==> src/rtl/pll0_clkgen.sv <==
// rtl/pll0_clkgen.sv - PLL0 stand-in: reference lock detector plus phase-aligned clock dividers
//
// Samples the reference clock clkin1 in the clk_tb domain, measures its period
// and declares lock after LOCK_CNT consecutive in-tolerance periods. While locked,
// three registered divided clocks of clk_tb are produced with coincident first edges.
//
// Ports:
//   clk_tb    in   system clock, all logic on its rising edge
//   rst_n     in   asynchronous active-low reset
//   grs_n     in   global reset, active-low, combined with rst_n
//   clkin1    in   reference clock, asynchronous to clk_tb
//   clkout0   out  clk_tb / DIV0
//   clkout1   out  clk_tb / DIV1
//   clkout2   out  clk_tb / DIV2
//   pll_lock  out  registered lock indication, qualifies clkout0..2
module pll0_clkgen #(
    parameter int unsigned REF_PERIOD = 10,
    parameter int unsigned TOL        = 1,
    parameter int unsigned LOCK_CNT   = 8,
    parameter int unsigned TIMEOUT    = 20,
    parameter int unsigned DIV0       = 4,
    parameter int unsigned DIV1       = 5,
    parameter int unsigned DIV2       = 10
) (
    input  logic clk_tb,
    input  logic rst_n,
    input  logic grs_n,
    input  logic clkin1,
    output logic clkout0,
    output logic clkout1,
    output logic clkout2,
    output logic pll_lock
);

    localparam logic [16:0] MEAS_LO    = 17'(REF_PERIOD - TOL);
    localparam logic [16:0] MEAS_HI    = 17'(REF_PERIOD + TOL);
    localparam logic [15:0] TIMEOUT_C  = 16'(TIMEOUT);
    localparam logic [15:0] LOCK_CNT_C = 16'(LOCK_CNT);

    localparam logic [7:0] LAST0 = 8'(DIV0 - 1);
    localparam logic [7:0] LAST1 = 8'(DIV1 - 1);
    localparam logic [7:0] LAST2 = 8'(DIV2 - 1);
    // ceil(DIV/2): odd divisors spend the extra cycle high
    localparam logic [7:0] HALF0 = 8'((DIV0 + 1) / 2);
    localparam logic [7:0] HALF1 = 8'((DIV1 + 1) / 2);
    localparam logic [7:0] HALF2 = 8'((DIV2 + 1) / 2);

    typedef enum logic {
        UNLOCKED = 1'b0,
        LOCKED   = 1'b1
    } state_e;

    // Either reset source clears the whole block asynchronously
    logic arst_n;
    assign arst_n = rst_n & grs_n;

    logic        sync1_q;
    logic        sync2_q;
    logic        sync3_q;
    logic        ref_rise_q;
    logic [15:0] per_cnt_q;
    logic        seen_q;
    logic [15:0] good_cnt_q;
    state_e      state_q;
    logic        lock_q;

    logic [7:0]  cnt0_q;
    logic [7:0]  cnt1_q;
    logic [7:0]  cnt2_q;
    logic        clkout0_q;
    logic        clkout1_q;
    logic        clkout2_q;

    // Measured period is the count since the previous edge plus the edge cycle itself
    logic [16:0] meas;
    logic        meas_valid;
    logic        good_period;

    assign meas        = {1'b0, per_cnt_q} + 17'd1;
    assign meas_valid  = ref_rise_q & seen_q;
    assign good_period = (meas >= MEAS_LO) && (meas <= MEAS_HI);

    always_ff @(posedge clk_tb or negedge arst_n) begin
        if (!arst_n) begin
            sync1_q    <= 1'b0;
            sync2_q    <= 1'b0;
            sync3_q    <= 1'b0;
            ref_rise_q <= 1'b0;
            per_cnt_q  <= 16'd0;
            seen_q     <= 1'b0;
            good_cnt_q <= 16'd0;
            state_q    <= UNLOCKED;
            lock_q     <= 1'b0;
        end else begin
            sync1_q    <= clkin1;
            sync2_q    <= sync1_q;
            sync3_q    <= sync2_q;
            ref_rise_q <= sync2_q & ~sync3_q;

            if (ref_rise_q) begin
                per_cnt_q <= 16'd0;
            end else if (per_cnt_q != 16'hFFFF) begin
                per_cnt_q <= per_cnt_q + 16'd1;
            end

            // The first edge only opens a measurement window
            if (ref_rise_q) begin
                seen_q <= 1'b1;
            end

            case (state_q)
                UNLOCKED: begin
                    if (meas_valid) begin
                        if (!good_period) begin
                            good_cnt_q <= 16'd0;
                        end else if (good_cnt_q + 16'd1 == LOCK_CNT_C) begin
                            good_cnt_q <= 16'd0;
                            state_q    <= LOCKED;
                            lock_q     <= 1'b1;
                        end else begin
                            good_cnt_q <= good_cnt_q + 16'd1;
                        end
                    end
                end
                LOCKED: begin
                    if (meas_valid && !good_period) begin
                        good_cnt_q <= 16'd0;
                        state_q    <= UNLOCKED;
                        lock_q     <= 1'b0;
                    end else if (!ref_rise_q && per_cnt_q == TIMEOUT_C) begin
                        // Reference lost: the next edge restarts measurement from scratch
                        good_cnt_q <= 16'd0;
                        seen_q     <= 1'b0;
                        state_q    <= UNLOCKED;
                        lock_q     <= 1'b0;
                    end
                end
                default: begin
                    state_q <= UNLOCKED;
                    lock_q  <= 1'b0;
                end
            endcase
        end
    end

    // Dividers idle at zero while unlocked so all three start together on lock
    always_ff @(posedge clk_tb or negedge arst_n) begin
        if (!arst_n) begin
            cnt0_q    <= 8'd0;
            cnt1_q    <= 8'd0;
            cnt2_q    <= 8'd0;
            clkout0_q <= 1'b0;
            clkout1_q <= 1'b0;
            clkout2_q <= 1'b0;
        end else if (!lock_q) begin
            cnt0_q    <= 8'd0;
            cnt1_q    <= 8'd0;
            cnt2_q    <= 8'd0;
            clkout0_q <= 1'b0;
            clkout1_q <= 1'b0;
            clkout2_q <= 1'b0;
        end else begin
            clkout0_q <= (cnt0_q < HALF0);
            clkout1_q <= (cnt1_q < HALF1);
            clkout2_q <= (cnt2_q < HALF2);
            cnt0_q    <= (cnt0_q == LAST0) ? 8'd0 : cnt0_q + 8'd1;
            cnt1_q    <= (cnt1_q == LAST1) ? 8'd0 : cnt1_q + 8'd1;
            cnt2_q    <= (cnt2_q == LAST2) ? 8'd0 : cnt2_q + 8'd1;
        end
    end

    assign clkout0  = clkout0_q;
    assign clkout1  = clkout1_q;
    assign clkout2  = clkout2_q;
    assign pll_lock = lock_q;

endmodule

==> config.mk <==
export PLATFORM = sky130hd
export DESIGN_NAME = pll0_clkgen
export DESIGN_NICKNAME = d
export VERILOG_FILES = /design/src/rtl/pll0_clkgen.sv
export SDC_FILE = /design/constraint.sdc
export NUM_CORES = 1
export LEC_CHECK = 0
export BUFFER_PORTS_ARGS = -buffer_cell sky130_fd_sc_hd__clkbuf_2
export CORE_MARGIN = 4
export CORE_UTILIZATION = 55
export DETAILED_ROUTE_END_ITERATION = 8
export GPL_ROUTABILITY_DRIVEN = 0
export PLACE_DENSITY = 0.71
export SLEW_MARGIN = 20
export SYNTH_ARGS = -nofsm -noshare
export SYNTH_HDL_FRONTEND = slang
export SYNTH_SLANG_ARGS = --single-unit
==> constraint.sdc <==
create_clock -name clk_tb -period 3.5 [get_ports clk_tb]
set_input_delay 0.7 -clock clk_tb [delete_from_list [all_inputs] [get_ports clk_tb]]
set_output_delay 0.7 -clock clk_tb [all_outputs]
set_load 0.02 [all_outputs]
==> impl_metrics.ini <==
[timing]
finClkSkew_ns = 0.00936
post-route-worst-setup-slack_ns = 0.491
tightest_slew_ns = 0.889
fin_crit_sh_pct = 86.0
max-slew-margin-rel_pct = 40.2
maxSlewViolCount = 0
grt_setup_unrepaired = false
final_hold_viol_count = 0
totalNegativeSetupSlack_ns = 0
setup_viol_count_final = 0
max_freq_mhz = 332
finalWorstPathRequiredPeriod_ns = 3.01
hold_slack_ns = 0.361

[critical_path]
path_cells = ha_1, nand3_2, nor4_1, xnor2_1, nand4b_1, nor4_4, buf_4, o211ai_1, nand2_1
path_max_fanout = 9
worstPathArrival_ns = 3.30
startpoint_type = register
critical-path-slowest-cell = sky130_fd_sc_hd__nor4_4
worst_r2r_startpoint = per_cnt_q[0]$_DFFE_PN0P_
cp_data_required_time_ns = 3.79
timing.setup.critical_path_class = register to register
worst_setup_path_end_kind = register
max_stage_delay_ns = 0.59
timing.critical_path.from = per_cnt_q[0]$_DFFE_PN0P_
r2r.worst_path.cells = 9

[floorplanning]
dieHeight_um = 92.1
chipWidth_um = 92.1
rows = 30
initial_cell_density_of_the_core_pct = 56.9
design.core.area_um2 = 6830
io_pins = 8
die_footprint_um2 = 8480

[layout]
areaGrowthSynthToFinish_pct = 7.11
diode_insertion_count_for_antenna_repair = 0
drive_gt1_share_pct = 10.5
layout.cells.most_common = sky130_fd_sc_hd__dfrtp_1
stdcell_area_um2 = 4170
mostFrequentLayoutCells = 66 x sky130_fd_sc_hd__dfrtp_1, 42 x sky130_fd_sc_hd__nor2_1, 41 x sky130_fd_sc_hd__nand2_1
nets = 447

[min_path]
timing.hold.worst_path_depth = 0
hold_path_startpoint = sync1_q$_DFF_PN0_
worst_hold_path_type = register to register

[clock_tree]
ctsRootBufferMaster = sky130_fd_sc_hd__clkbuf_8
number_of_buffers_inserted_for_hold_repair_after_clock_tree_synthesis = 0
post_cts.resized_instances = 0
clock_latency_ns = 0.35
cts.clk_slew.worst_paths_ns = 0.07
clock-sinks = 66
max_clock_buf_depth = 2
cts.repair_timing.setup_buffer_count = 0
cts-htree-levels = 3
tritoncts.num_buffers = 9
tritoncts_clock_tree = done

[routing]
drt-pass1-iter-count = 5
avgRoutedWirePerCell_um = 14.3
remaining_drc_errors = 0
drt-initial-drc-count = 296
drt-vias-per-instance = 5.80
final_antenna_net_count = 0
finalWirelength_mm = 7.64
dr_total_vias = 3096

[logic_synthesis]
post_synth_and_or_nand_nor_area_fraction_pct = 31.6
post_synth_main_area_contributors = sky130_fd_sc_hd__dfrtp_1 42%, sky130_fd_sc_hd__nand3_1 5.1%, sky130_fd_sc_hd__nor2_1 4.1%
mappedNetlistNets = 451
yosys_register_bits = 66
synth_top_area_cell = sky130_fd_sc_hd__dfrtp_1
synthMuxAreaShare_pct = 0.836
syn_area_per_cell_um2 = 8.90
synth_area_um2 = 3890
post-synth-top-area-fraction_pct = 42.5
seq_area_frac_synth_pct = 42.5
yosys_most_used_dff = sky130_fd_sc_hd__dfrtp_1
synth-compound-area-share_pct = 9.65
synth_enable_flop_cells = 0
main_combinational_cell_family_by_area_after_synthesis = simple AND/OR/NAND/NOR gates
synth-xor-area-share_pct = 6.98
synthesis.instances = 437
synthAdderAreaFrac_pct = 3.22
ys.warnings.count = 0
synth.lib_cells_used.distinct = 57
postSynth.asyncResetShare_pct = 100

[grt]
grt_pass1_wl_mm = 13.3
antenna_found_initial = 0
gr-total-overflow = 0
global_route.usage.total_pct = 19.5
maximum_number_of_pins_on_one_net_before_global_route_repair = 31
grt_pass1_vias = 2909

[power]
power_report.internal_total_uw = 1270
power_frac_clock_pct = 43.0
power.switching_fraction_pct = 26.5
power_density_nw_per_um2 = 415
total_switching_power_uw = 457
final_total_power_uw = 1730
vdd_drop_max_v = 0.000236
seqPwrFrac_pct = 47.9
combPwrFrac_pct = 9.1
power_leakage_uw = 0.00177

[placement]
place_hpwl_mm = 5.12
placed_cell_area_um2 = 3940
pre_cts_ws_ns = 0.529
placement.io_buffers = 7

[run_status]
status = completed

[job]
maxcap_viol_count = 0
## cell usage after synthesis (12+ instances only)
cell	count
sky130_fd_sc_hd__buf_2	13
sky130_fd_sc_hd__and2_1	14
sky130_fd_sc_hd__o211ai_1	14
sky130_fd_sc_hd__nand3_1	40
sky130_fd_sc_hd__nand2_1	41
sky130_fd_sc_hd__nor3_1	24
sky130_fd_sc_hd__inv_1	13
sky130_fd_sc_hd__xnor2_1	13
sky130_fd_sc_hd__xor2_1	18
sky130_fd_sc_hd__a21oi_1	16
sky130_fd_sc_hd__dfrtp_1	66
sky130_fd_sc_hd__nor4_1	12
sky130_fd_sc_hd__nor2_1	42
## metrics by stage
stage | util (%) | cells
after global placement | 57.7 | 518
after global routing | 61.0 | 534
after detailed placement | 57.7 | 518
after floorplan | - | 437
final | 61.0 | 534
after CTS | 61.0 | 534
## per-layer routing
| layer | part of all wire (%) | GRT usage [%] |
|---|---|---|
| met2 | 45 | 30.0 |
| met4 | 1.9 | 7.18 |
| met5 | 0 | 0 |
| met1 | 49 | 26.5 |
| met3 | 4.4 | 5.09 |
## power by group through the flow
stage	combinational (uW)	clock, uW	sequential, uW
6_report	158	743	827
5_1_grt	178	789	832
4_1_cts	159	761	826
3_5_place_dp	159	0	841
3_3_place_gp	157	0	840
2_1_floorplan	163	0	812
## state kept, by name, summed over array words and instances (netlist names), 8 cells and up
register,flops
per_cnt_q,16
cnt0_q,8
good_cnt_q,16
cnt1_q,8
cnt2_q,8
## area by class of cell
type                       instances  area [um^2]
sequential                        66         1650
multi-input combinational        329         2040
inverter                          14         52.6
timing repair buffer              13         80.1
tap                               96          120
fill                             586         2670
clock inverter                     5         85.1
clock buffer                      11          141
## logic make-up (layout without fill, tap and decap cells)
group / Yosys count / after routing
buffers and inverters: 42 / 43
XOR/XNOR: 31 / 31
multiplexers: 3 / 3
AND/OR/NAND/NOR: 229 / 229
AO/OA/AOI/OAI: 56 / 56
flip-flops: 66 / 66
adder cells (fa/ha/maj): 10 / 10
## critical path: cells and delay by family, from the launching register on
family | cells | cell delay, ns
flops | 1 | 0.50
simple gates | 5 | 1.58
buf+inv | 1 | 0.26
compound gates | 1 | 0.10
fa+ha+maj | 1 | 0.32
xor+xnor | 1 | 0.18
## path summary, 6_finish.rpt
kind | slack, ns | to
max in group asynchronous | 2.25 | pll_lock$_DFFE_PN0P_
max reg2reg | 0.49 | good_cnt_q[9]$_DFFE_PN0P_
min | 0.36 | sync2_q$_DFF_PN0_
max | 0.49 | good_cnt_q[9]$_DFFE_PN0P_
min reg2reg | 0.36 | sync2_q$_DFF_PN0_
min in group asynchronous | 0.51 | good_cnt_q[15]$_DFFE_PN0P_
No activity file was read; power rests on OpenSTA's default activity.
